File: config.mk
export PLATFORM = sky130hd
export DESIGN_NAME = reglk_write_guard_flat
export DESIGN_NICKNAME = d
export VERILOG_FILES = /design/src/rtl/reglk_guard_pkg.sv /design/src/rtl/reglk_write_guard_if.sv /design/src/rtl/sat_counter.sv /design/src/rtl/reglk_write_guard.sv /design/src/flat_wrapper.sv
export SDC_FILE = /design/constraint.sdc
export NUM_CORES = 1
export LEC_CHECK = 0
export BUFFER_PORTS_ARGS = -buffer_cell sky130_fd_sc_hd__buf_2
export CORE_MARGIN = 3
export CORE_UTILIZATION = 44
export CTS_BUF_LIST = sky130_fd_sc_hd__clkbuf_16
export DETAILED_ROUTE_END_ITERATION = 10
export PLACE_DENSITY = 0.85
export SLEW_MARGIN = 15
export SYNTH_ARGS = -nofsm -noshare
export SYNTH_HDL_FRONTEND = slang
export SYNTH_HIERARCHICAL = 1
export SYNTH_SLANG_ARGS = --single-unit
File: constraint.sdc
create_clock -name clk_i -period 2.5 [get_ports clk_i]
set_clock_uncertainty 0.2 [all_clocks]
set_input_delay 0.25 -clock clk_i [delete_from_list [all_inputs] [get_ports clk_i]]
set_output_delay 0.25 -clock clk_i [all_outputs]
set_load 0.01 [all_outputs]
File: src/rtl/reglk_guard_pkg.sv
`default_nettype none
// ============================================================================
// Module      : reglk_guard_pkg
// Description : Shared types and helpers for the register-lock write guard.
//               - state_e          : guard transaction state
//               - c_deny_rdata_bit : fill bit for read data on a denied write
//               - lock_hit()       : lock decision for a register index
// Revision    : 1.0 - initial release
// ============================================================================
package reglk_guard_pkg;

  typedef enum logic [1:0] {
    IDLE = 2'd0,
    FWD  = 2'd1,
    RESP = 2'd2,
    DENY = 2'd3
  } state_e;

  // Denied writes return all-zero read data.
  localparam logic c_deny_rdata_bit = 1'b0;

  // An index beyond the guarded range has no lock bit and is always locked.
  function automatic logic lock_hit(input int unsigned idx,
                                    input int unsigned num_regs,
                                    input logic        lock_bit);
    return (idx >= num_regs) || lock_bit;
  endfunction

endpackage
`default_nettype wire

File: src/rtl/reglk_write_guard_if.sv
`default_nettype none
// ============================================================================
// Module      : reglk_write_guard_if
// Description : Bus bundle around the write guard: upstream request/response
//               port (req/we/addr/wdata -> gnt/rvalid/err/rdata) and the
//               downstream port to the register bank (dn_*).
//               slave  : view of the guard itself
//               master : view of the environment (bus master + register bank)
// Revision    : 1.0 - initial release
// ============================================================================
interface reglk_write_guard_if #(
  parameter int ADDR_W = 8,
  parameter int DATA_W = 32
);
  logic              req_i;
  logic              we_i;
  logic [ADDR_W-1:0] addr_i;
  logic [DATA_W-1:0] wdata_i;
  logic              gnt_o;
  logic              rvalid_o;
  logic              err_o;
  logic [DATA_W-1:0] rdata_o;
  logic              dn_req_o;
  logic              dn_we_o;
  logic [ADDR_W-1:0] dn_addr_o;
  logic [DATA_W-1:0] dn_wdata_o;
  logic              dn_gnt_i;
  logic              dn_rvalid_i;
  logic [DATA_W-1:0] dn_rdata_i;

  modport slave (
    input  req_i, we_i, addr_i, wdata_i, dn_gnt_i, dn_rvalid_i, dn_rdata_i,
    output gnt_o, rvalid_o, err_o, rdata_o, dn_req_o, dn_we_o, dn_addr_o,
           dn_wdata_o
  );

  modport master (
    output req_i, we_i, addr_i, wdata_i, dn_gnt_i, dn_rvalid_i, dn_rdata_i,
    input  gnt_o, rvalid_o, err_o, rdata_o, dn_req_o, dn_we_o, dn_addr_o,
           dn_wdata_o
  );
endinterface
`default_nettype wire

File: src/rtl/sat_counter.sv
`default_nettype none
// ============================================================================
// Module      : sat_counter
// Description : Saturating up-counter with synchronous clear.
//               clk_i/rst_ni : clock, asynchronous active-low reset
//               inc          : count one event (holds at all-ones)
//               clr          : clear; an event in the same cycle leaves 1
//               cnt_o        : current count
// Revision    : 1.0 - initial release
// ============================================================================
module sat_counter #(
  parameter int CNT_W = 8
) (
  input  logic             clk_i,
  input  logic             rst_ni,
  input  logic             inc,
  input  logic             clr,
  output logic [CNT_W-1:0] cnt_o
);

  localparam logic [CNT_W-1:0] c_max = '1;
  localparam logic [CNT_W-1:0] c_one = CNT_W'(1);

  logic [CNT_W-1:0] r_cnt;

  always_ff @(posedge clk_i or negedge rst_ni) begin
    if (!rst_ni) begin
      r_cnt <= '0;
    end else if (clr) begin
      r_cnt <= inc ? c_one : '0;
    end else if (inc && (r_cnt != c_max)) begin
      r_cnt <= r_cnt + c_one;
    end
  end

  assign cnt_o = r_cnt;

endmodule
`default_nettype wire

File: src/rtl/reglk_write_guard.sv
`default_nettype none
// ============================================================================
// Module      : reglk_write_guard
// Description : Blocks bus writes to locked registers. Reads and unlocked
//               writes pass to the register bank unchanged; a write to a
//               locked word is answered with an error, counted and reported.
//               Until the lock source is valid every register is locked.
//               clk_i/rst_ni      : clock, asynchronous active-low reset
//               reglk_i/_valid_i  : lock vector (1 = locked) and its valid
//               bus               : upstream + downstream bus (slave view)
//               viol_clr_i        : clear violation status
//               viol_irq_o        : sticky violation flag
//               viol_cnt_o        : saturating denied-write count
//               viol_addr_o       : first denied address since last clear
// Revision    : 1.0 - initial release
// ============================================================================
module reglk_write_guard
  import reglk_guard_pkg::*;
#(
  parameter int NUM_REGS = 32,
  parameter int ADDR_W   = 8,
  parameter int DATA_W   = 32,
  parameter int CNT_W    = 8
) (
  input  logic                clk_i,
  input  logic                rst_ni,
  input  logic [NUM_REGS-1:0] reglk_i,
  input  logic                reglk_valid_i,
  reglk_write_guard_if.slave  bus,
  input  logic                viol_clr_i,
  output logic                viol_irq_o,
  output logic [CNT_W-1:0]    viol_cnt_o,
  output logic [ADDR_W-1:0]   viol_addr_o
);

  localparam int c_idx_w  = ADDR_W - 2;
  localparam int c_lidx_w = (NUM_REGS > 1) ? $clog2(NUM_REGS) : 1;

  state_e              r_state;
  state_e              w_state_d;
  logic [NUM_REGS-1:0] r_reglk;
  logic                r_we;
  logic [ADDR_W-1:0]   r_addr;
  logic [DATA_W-1:0]   r_wdata;
  logic                r_rvalid;
  logic                r_err;
  logic [DATA_W-1:0]   r_rdata;
  logic                r_irq;
  logic [ADDR_W-1:0]   r_viol_addr;
  logic [c_idx_w-1:0]  w_idx;
  logic                w_locked;
  logic                w_accept;
  logic                w_viol;
  logic                w_resp_ok;
  logic                w_fwd;

  // Fail-secure: an invalid lock source locks everything from the next cycle.
  always_ff @(posedge clk_i or negedge rst_ni) begin
    if (!rst_ni) begin
      r_reglk <= '1;
    end else begin
      r_reglk <= reglk_valid_i ? reglk_i : '1;
    end
  end

  // Out-of-range indices are resolved by lock_hit before the bit matters.
  assign w_idx    = bus.addr_i[ADDR_W-1:2];
  assign w_locked = lock_hit(32'(w_idx), NUM_REGS,
                             r_reglk[w_idx[c_lidx_w-1:0]]);

  always_ff @(posedge clk_i or negedge rst_ni) begin
    if (!rst_ni) begin
      r_state <= IDLE;
    end else begin
      r_state <= w_state_d;
    end
  end

  always_comb begin
    w_state_d = r_state;
    w_accept  = 1'b0;
    w_viol    = 1'b0;
    w_resp_ok = 1'b0;
    case (r_state)
      IDLE: begin
        if (bus.req_i) begin
          w_accept = 1'b1;
          if (bus.we_i && w_locked) begin
            w_viol    = 1'b1;
            w_state_d = DENY;
          end else begin
            w_state_d = FWD;
          end
        end
      end
      FWD: begin
        if (bus.dn_gnt_i) begin
          // Bank may answer in the grant cycle; skip RESP in that case.
          if (bus.dn_rvalid_i) begin
            w_resp_ok = 1'b1;
            w_state_d = IDLE;
          end else begin
            w_state_d = RESP;
          end
        end
      end
      RESP: begin
        if (bus.dn_rvalid_i) begin
          w_resp_ok = 1'b1;
          w_state_d = IDLE;
        end
      end
      DENY:    w_state_d = IDLE;
      default: w_state_d = IDLE;
    endcase
  end

  always_ff @(posedge clk_i or negedge rst_ni) begin
    if (!rst_ni) begin
      r_we    <= 1'b0;
      r_addr  <= '0;
      r_wdata <= '0;
    end else if (w_accept) begin
      r_we    <= bus.we_i;
      r_addr  <= bus.addr_i;
      r_wdata <= bus.wdata_i;
    end
  end

  // Single-cycle response; read data stays at the deny fill value when idle.
  always_ff @(posedge clk_i or negedge rst_ni) begin
    if (!rst_ni) begin
      r_rvalid <= 1'b0;
      r_err    <= 1'b0;
      r_rdata  <= '0;
    end else begin
      r_rvalid <= w_resp_ok | w_viol;
      r_err    <= w_viol;
      r_rdata  <= w_resp_ok ? bus.dn_rdata_i : {DATA_W{c_deny_rdata_bit}};
    end
  end

  // A violation in the clear cycle survives the clear.
  always_ff @(posedge clk_i or negedge rst_ni) begin
    if (!rst_ni) begin
      r_irq       <= 1'b0;
      r_viol_addr <= '0;
    end else begin
      if (w_viol) begin
        r_irq <= 1'b1;
      end else if (viol_clr_i) begin
        r_irq <= 1'b0;
      end
      if (w_viol && (!r_irq || viol_clr_i)) begin
        r_viol_addr <= bus.addr_i;
      end else if (viol_clr_i) begin
        r_viol_addr <= '0;
      end
    end
  end

  sat_counter #(
    .CNT_W (CNT_W)
  ) u_viol_cnt (
    .clk_i  (clk_i),
    .rst_ni (rst_ni),
    .inc    (w_viol),
    .clr    (viol_clr_i),
    .cnt_o  (viol_cnt_o)
  );

  // Downstream fields are zero outside FWD so the bank sees a quiet bus.
  assign w_fwd          = (r_state == FWD);
  assign bus.gnt_o      = w_accept;
  assign bus.rvalid_o   = r_rvalid;
  assign bus.err_o      = r_err;
  assign bus.rdata_o    = r_rdata;
  assign bus.dn_req_o   = w_fwd;
  assign bus.dn_we_o    = w_fwd & r_we;
  assign bus.dn_addr_o  = w_fwd ? r_addr : '0;
  assign bus.dn_wdata_o = w_fwd ? r_wdata : '0;
  assign viol_irq_o     = r_irq;
  assign viol_addr_o    = r_viol_addr;

endmodule
`default_nettype wire

File: src/flat_wrapper.sv
// flat-port wrapper written by rule: the top's interface ports become plain ports
module reglk_write_guard_flat import reglk_guard_pkg::*;
#(
  parameter int NUM_REGS = 32,
  parameter int ADDR_W   = 8,
  parameter int DATA_W   = 32,
  parameter int CNT_W    = 8
)
  (clk_i, rst_ni, reglk_i, reglk_valid_i, viol_clr_i, viol_irq_o, viol_cnt_o, viol_addr_o, bus_req_i, bus_we_i, bus_addr_i, bus_wdata_i, bus_dn_gnt_i, bus_dn_rvalid_i, bus_dn_rdata_i, bus_gnt_o, bus_rvalid_o, bus_err_o, bus_rdata_o, bus_dn_req_o, bus_dn_we_o, bus_dn_addr_o, bus_dn_wdata_o);
  reglk_write_guard_if #(.ADDR_W(ADDR_W), .DATA_W(DATA_W)) bus_i ();
  input  logic clk_i;
  input  logic rst_ni;
  input  logic [NUM_REGS-1:0] reglk_i;
  input  logic reglk_valid_i;
  input  logic viol_clr_i;
  output logic viol_irq_o;
  output logic [CNT_W-1:0] viol_cnt_o;
  output logic [ADDR_W-1:0] viol_addr_o;
  input wire logic [$bits(bus_i.req_i)-1:0] bus_req_i;
  input wire logic [$bits(bus_i.we_i)-1:0] bus_we_i;
  input wire logic [$bits(bus_i.addr_i)-1:0] bus_addr_i;
  input wire logic [$bits(bus_i.wdata_i)-1:0] bus_wdata_i;
  input wire logic [$bits(bus_i.dn_gnt_i)-1:0] bus_dn_gnt_i;
  input wire logic [$bits(bus_i.dn_rvalid_i)-1:0] bus_dn_rvalid_i;
  input wire logic [$bits(bus_i.dn_rdata_i)-1:0] bus_dn_rdata_i;
  output wire logic [$bits(bus_i.gnt_o)-1:0] bus_gnt_o;
  output wire logic [$bits(bus_i.rvalid_o)-1:0] bus_rvalid_o;
  output wire logic [$bits(bus_i.err_o)-1:0] bus_err_o;
  output wire logic [$bits(bus_i.rdata_o)-1:0] bus_rdata_o;
  output wire logic [$bits(bus_i.dn_req_o)-1:0] bus_dn_req_o;
  output wire logic [$bits(bus_i.dn_we_o)-1:0] bus_dn_we_o;
  output wire logic [$bits(bus_i.dn_addr_o)-1:0] bus_dn_addr_o;
  output wire logic [$bits(bus_i.dn_wdata_o)-1:0] bus_dn_wdata_o;
  assign bus_i.req_i = bus_req_i;
  assign bus_i.we_i = bus_we_i;
  assign bus_i.addr_i = bus_addr_i;
  assign bus_i.wdata_i = bus_wdata_i;
  assign bus_i.dn_gnt_i = bus_dn_gnt_i;
  assign bus_i.dn_rvalid_i = bus_dn_rvalid_i;
  assign bus_i.dn_rdata_i = bus_dn_rdata_i;
  assign bus_gnt_o = bus_i.gnt_o;
  assign bus_rvalid_o = bus_i.rvalid_o;
  assign bus_err_o = bus_i.err_o;
  assign bus_rdata_o = bus_i.rdata_o;
  assign bus_dn_req_o = bus_i.dn_req_o;
  assign bus_dn_we_o = bus_i.dn_we_o;
  assign bus_dn_addr_o = bus_i.dn_addr_o;
  assign bus_dn_wdata_o = bus_i.dn_wdata_o;
  reglk_write_guard #(.NUM_REGS(NUM_REGS), .ADDR_W(ADDR_W), .DATA_W(DATA_W), .CNT_W(CNT_W)) u_core (.clk_i(clk_i), .rst_ni(rst_ni), .reglk_i(reglk_i), .reglk_valid_i(reglk_valid_i), .bus(bus_i), .viol_clr_i(viol_clr_i), .viol_irq_o(viol_irq_o), .viol_cnt_o(viol_cnt_o), .viol_addr_o(viol_addr_o));
endmodule
==> out/qor.csv <==
metric,value,unit
outcome,completed,
synth_enable_flop_cells,0,
ir_worst_vdd,570,uV
place.gp.congestion,0.775,
cp_data_arrival_time,2.49,ns
r2r_slack,0.09,ns
switching_power,2080,uW
final_util,71.1,%
grt_overflow,0,
r2r-start,u_core/r_reglk[5]$_DFF_PN1_,
drive_gt1_share,46.5,%
synthDistinctLibCells,50,
grt_pass1_vias,4680,
crit_type,reg2reg,
fin_tns_setup,0,ns
synth_top_area_share,44.2,%
std_cell_rows,39,
synth_area_leaders,"dfrtp_1 44%, dfstp_2 16%, mux2_2 8.7%, and2_1 8.6%, nand2b_1 5.8%",
core_area,0.0116,mm2
synth_area,0.00533,mm2
grt_util_all_layers,22.3,%
die_h,116,um
root_buffer,clkbuf_16,
synth_seq_cells,126,
cp_num_cells,8,
worstHoldStart,viol_clr_i,
rsz0062_at_grt,no,
period_needed,2.41,ns
dpl.hpwl,8970,um
crit_buf_inv,1,
start_kind,flip-flop,
setup_viol,0,
dp.cells,741,
grt_max_degree,57,
yosys.area.top_type,dfrtp_1,
end_kind,flip-flop,
dieArea,0.0135,mm2
internal_power,5210,uW
p_sw_share,28.5,%
areaGrowthSynthToFinish,55.1,%
fin_total_pwr,7280,uW
cp-endpoint,u_core/u_viol_cnt/cnt_o[5]$_DFFE_PN0P_,
path_cells,mux2i_1 -> a221oi_2 -> a221oi_4 -> nor3_4 -> buf_6 -> nand4_4 -> a2111oi_2 -> nor3b_1,
htreeDepth,4,
cp_max_fo,8,
ys_seq_area_share,59.9,%
die_w,116,um
pin_count,206,
num_vias,4265,
clockBufferDepth,2,
final_common_cell,buf_2,
crit_family,compound AO/OA/AOI/OAI gates,
critPathLaunch,u_core/r_reglk[5]$_DFF_PN1_,
grt_antenna_before_repair,0,
drt_iter0_markers,191,
fill_cells,768,
maxCapViolCount,0,
clkPwrFrac,32.8,%
cts_buffers,17,
r2r_end,u_core/u_viol_cnt/cnt_o[5]$_DFFE_PN0P_,
synth_nets,515,
regArea,0.00319,mm2
layout_common_cells,"204 x buf_2, 106 x dlygate4sd3_1, 94 x dfrtp_1",
ff2ff_path_depth,8,
stdcell_count,879,
insertion_delay,0.41,ns
path_clk_slew,0.05,ns
slowest_stage,dfstp_2,
cts_tree,yes,
initial_core_util,45.9,%
drcViolationCount,0,
finalCritPeriodShare,96.4,%
slew_viol_final,0,
synthFlopType,dfrtp_1,
comb_power_share,28.7,%
cts_setup_buffers,0,
power_density,882,mW/mm2
viasPerCell,4.85,
worst_slew_pin_slew,0.629,ns
async_flop_share,100,%
required,2.58,ns
max_stage_delay,0.51,ns
wl,14500,um
avgRoutedWirePerCell,16.5,um
syn_area_per_cell,13.4,um2
diodes,0,
cts.sinks,126,
slew_headroom,58.1,%
port_buffers,205,
multi_input_area,0.00205,mm2
hp-class,in2reg,
drtPass1Iterations,4,
syn_inst,398,
yosysWarnings,6,
hold_viol,0,
grt_pass1_wl,22700,um
ant_nets,0,
max_freq,415,MHz
p_leak,0.00406,uW
layout.nets,840,
p_seq_share,38.5,%
-- metrics by stage --
stage,hold slack [ns],area (um2),setup slack [ns]
6_report,0.0365,8260,0.0909
4_1_cts,0.0234,8230,0.0275
5_1_grt,0.0484,8260,0.00282
3_5_place_dp,0.111,6570,-0.183
3_3_place_gp,0.0892,6570,-0.112
2_1_floorplan,-0.246,5330,0.00347
-- cells by family after synthesis --
kind of cell,share of synthesized area [%]
and+or+nand+nor,18.4
DFF,59.9
muxes,12.6
AOI/OAI and AO/OA,5.43
buffers and inverters,2.42
adders and majority gates,1.17
-- Yosys cell counts (2+ instances only) --
master and count:
o21ai_0 3, and3_1 2, mux2i_1 5, clkbuf_1 12, ha_1 5, buf_1 3, a221oi_4 2, and2_1 73
nor2_1 4, mux2_2 41, nand4_1 2, or3_1 3, nand2b_1 49, nand2_1 11, inv_1 8, dfstp_2 32
a221oi_2 2, dfrtp_1 94, o2bb2ai_1 7, mux4_2 3, mux4_1 3, a21oi_1 6
-- layout make-up --
type,count,area share [%]
inverters,9,0.409
clock buffers,17,5.15
flip-flops and latches,126,38.7
clock inverters,15,1.86
multi-input cells,245,24.8
well taps,143,2.17
repair buffers,324,27.0
-- layer usage --
layer	wire length (um)	part of all wire (%)	GRT usage, %
met2	7820	54	41.3
met3	919	6.4	6.21
met1	5360	37	23.6
met5	0	0	0
met4	369	2.6	9.51
-- how the worst min path moves through the flow --
| stage | endpoint | slack [ns] | depth (start not counted) |
|---|---|---|---|
| floorplan | u_core/bus.err_o$_DFF_PN0_ | -0.25 | 0 |
| global placement | u_core/r_wdata[5]$_DFFE_PN0P_ | 0.09 | 1 |
| detailed placement | u_core/r_wdata[5]$_DFFE_PN0P_ | 0.11 | 1 |
| CTS | u_core/u_viol_cnt/cnt_o[4]$_DFFE_PN0P_ | 0.02 | 2 |
| global route | u_core/u_viol_cnt/cnt_o[4]$_DFFE_PN0P_ | 0.05 | 2 |
| finish | u_core/u_viol_cnt/cnt_o[6]$_DFFE_PN0P_ | 0.04 | 2 |
-- registers in the layout, summed over array words and instances (netlist names) --
signal / flops
u_core/bus.rdata_o: 32
u_core/viol_addr_o: 8
u_core/r_addr: 8
u_core/u_viol_cnt/cnt_o: 8
u_core/r_we: 1
u_core/r_state: 2
u_core/r_wdata: 32
u_core/bus.err_o: 1
u_core/viol_irq_o: 1
u_core/bus.rvalid_o: 1
u_core/r_reglk: 32
-- timing repair --
| item | in CTS | in global routing |
|---|---|---|
| resized for setup | 4 | 8 |
| setup endpoints to repair | 2 | 35 |
| hold buffers | 106 | 0 |
| pin swaps | 1 | 5 |
| endpoints found under the hold margin | 155 | 0 |
| cloned | 0 | 0 |
-- power by group through the flow --
stage | clock network [uW] | registers [uW] | logic, uW
final | 2390 | 2800 | 2090
after global routing | 2530 | 2860 | 2280
after CTS | 2440 | 2790 | 2080
after detailed placement | 0 | 2820 | 1950
after global placement | 0 | 2790 | 1870
after floorplan | 0 | 2820 | 1130
-- worst reg2reg max path: cells and delay by family (launching register included) --
kind | cells | cell delay (ns)
flops | 1 | 0.51
buf+inv | 1 | 0.17
mux | 1 | 0.08
compound gates | 3 | 0.86
simple gates | 3 | 0.46
Note: power is estimated with default switching activity, not from simulation.
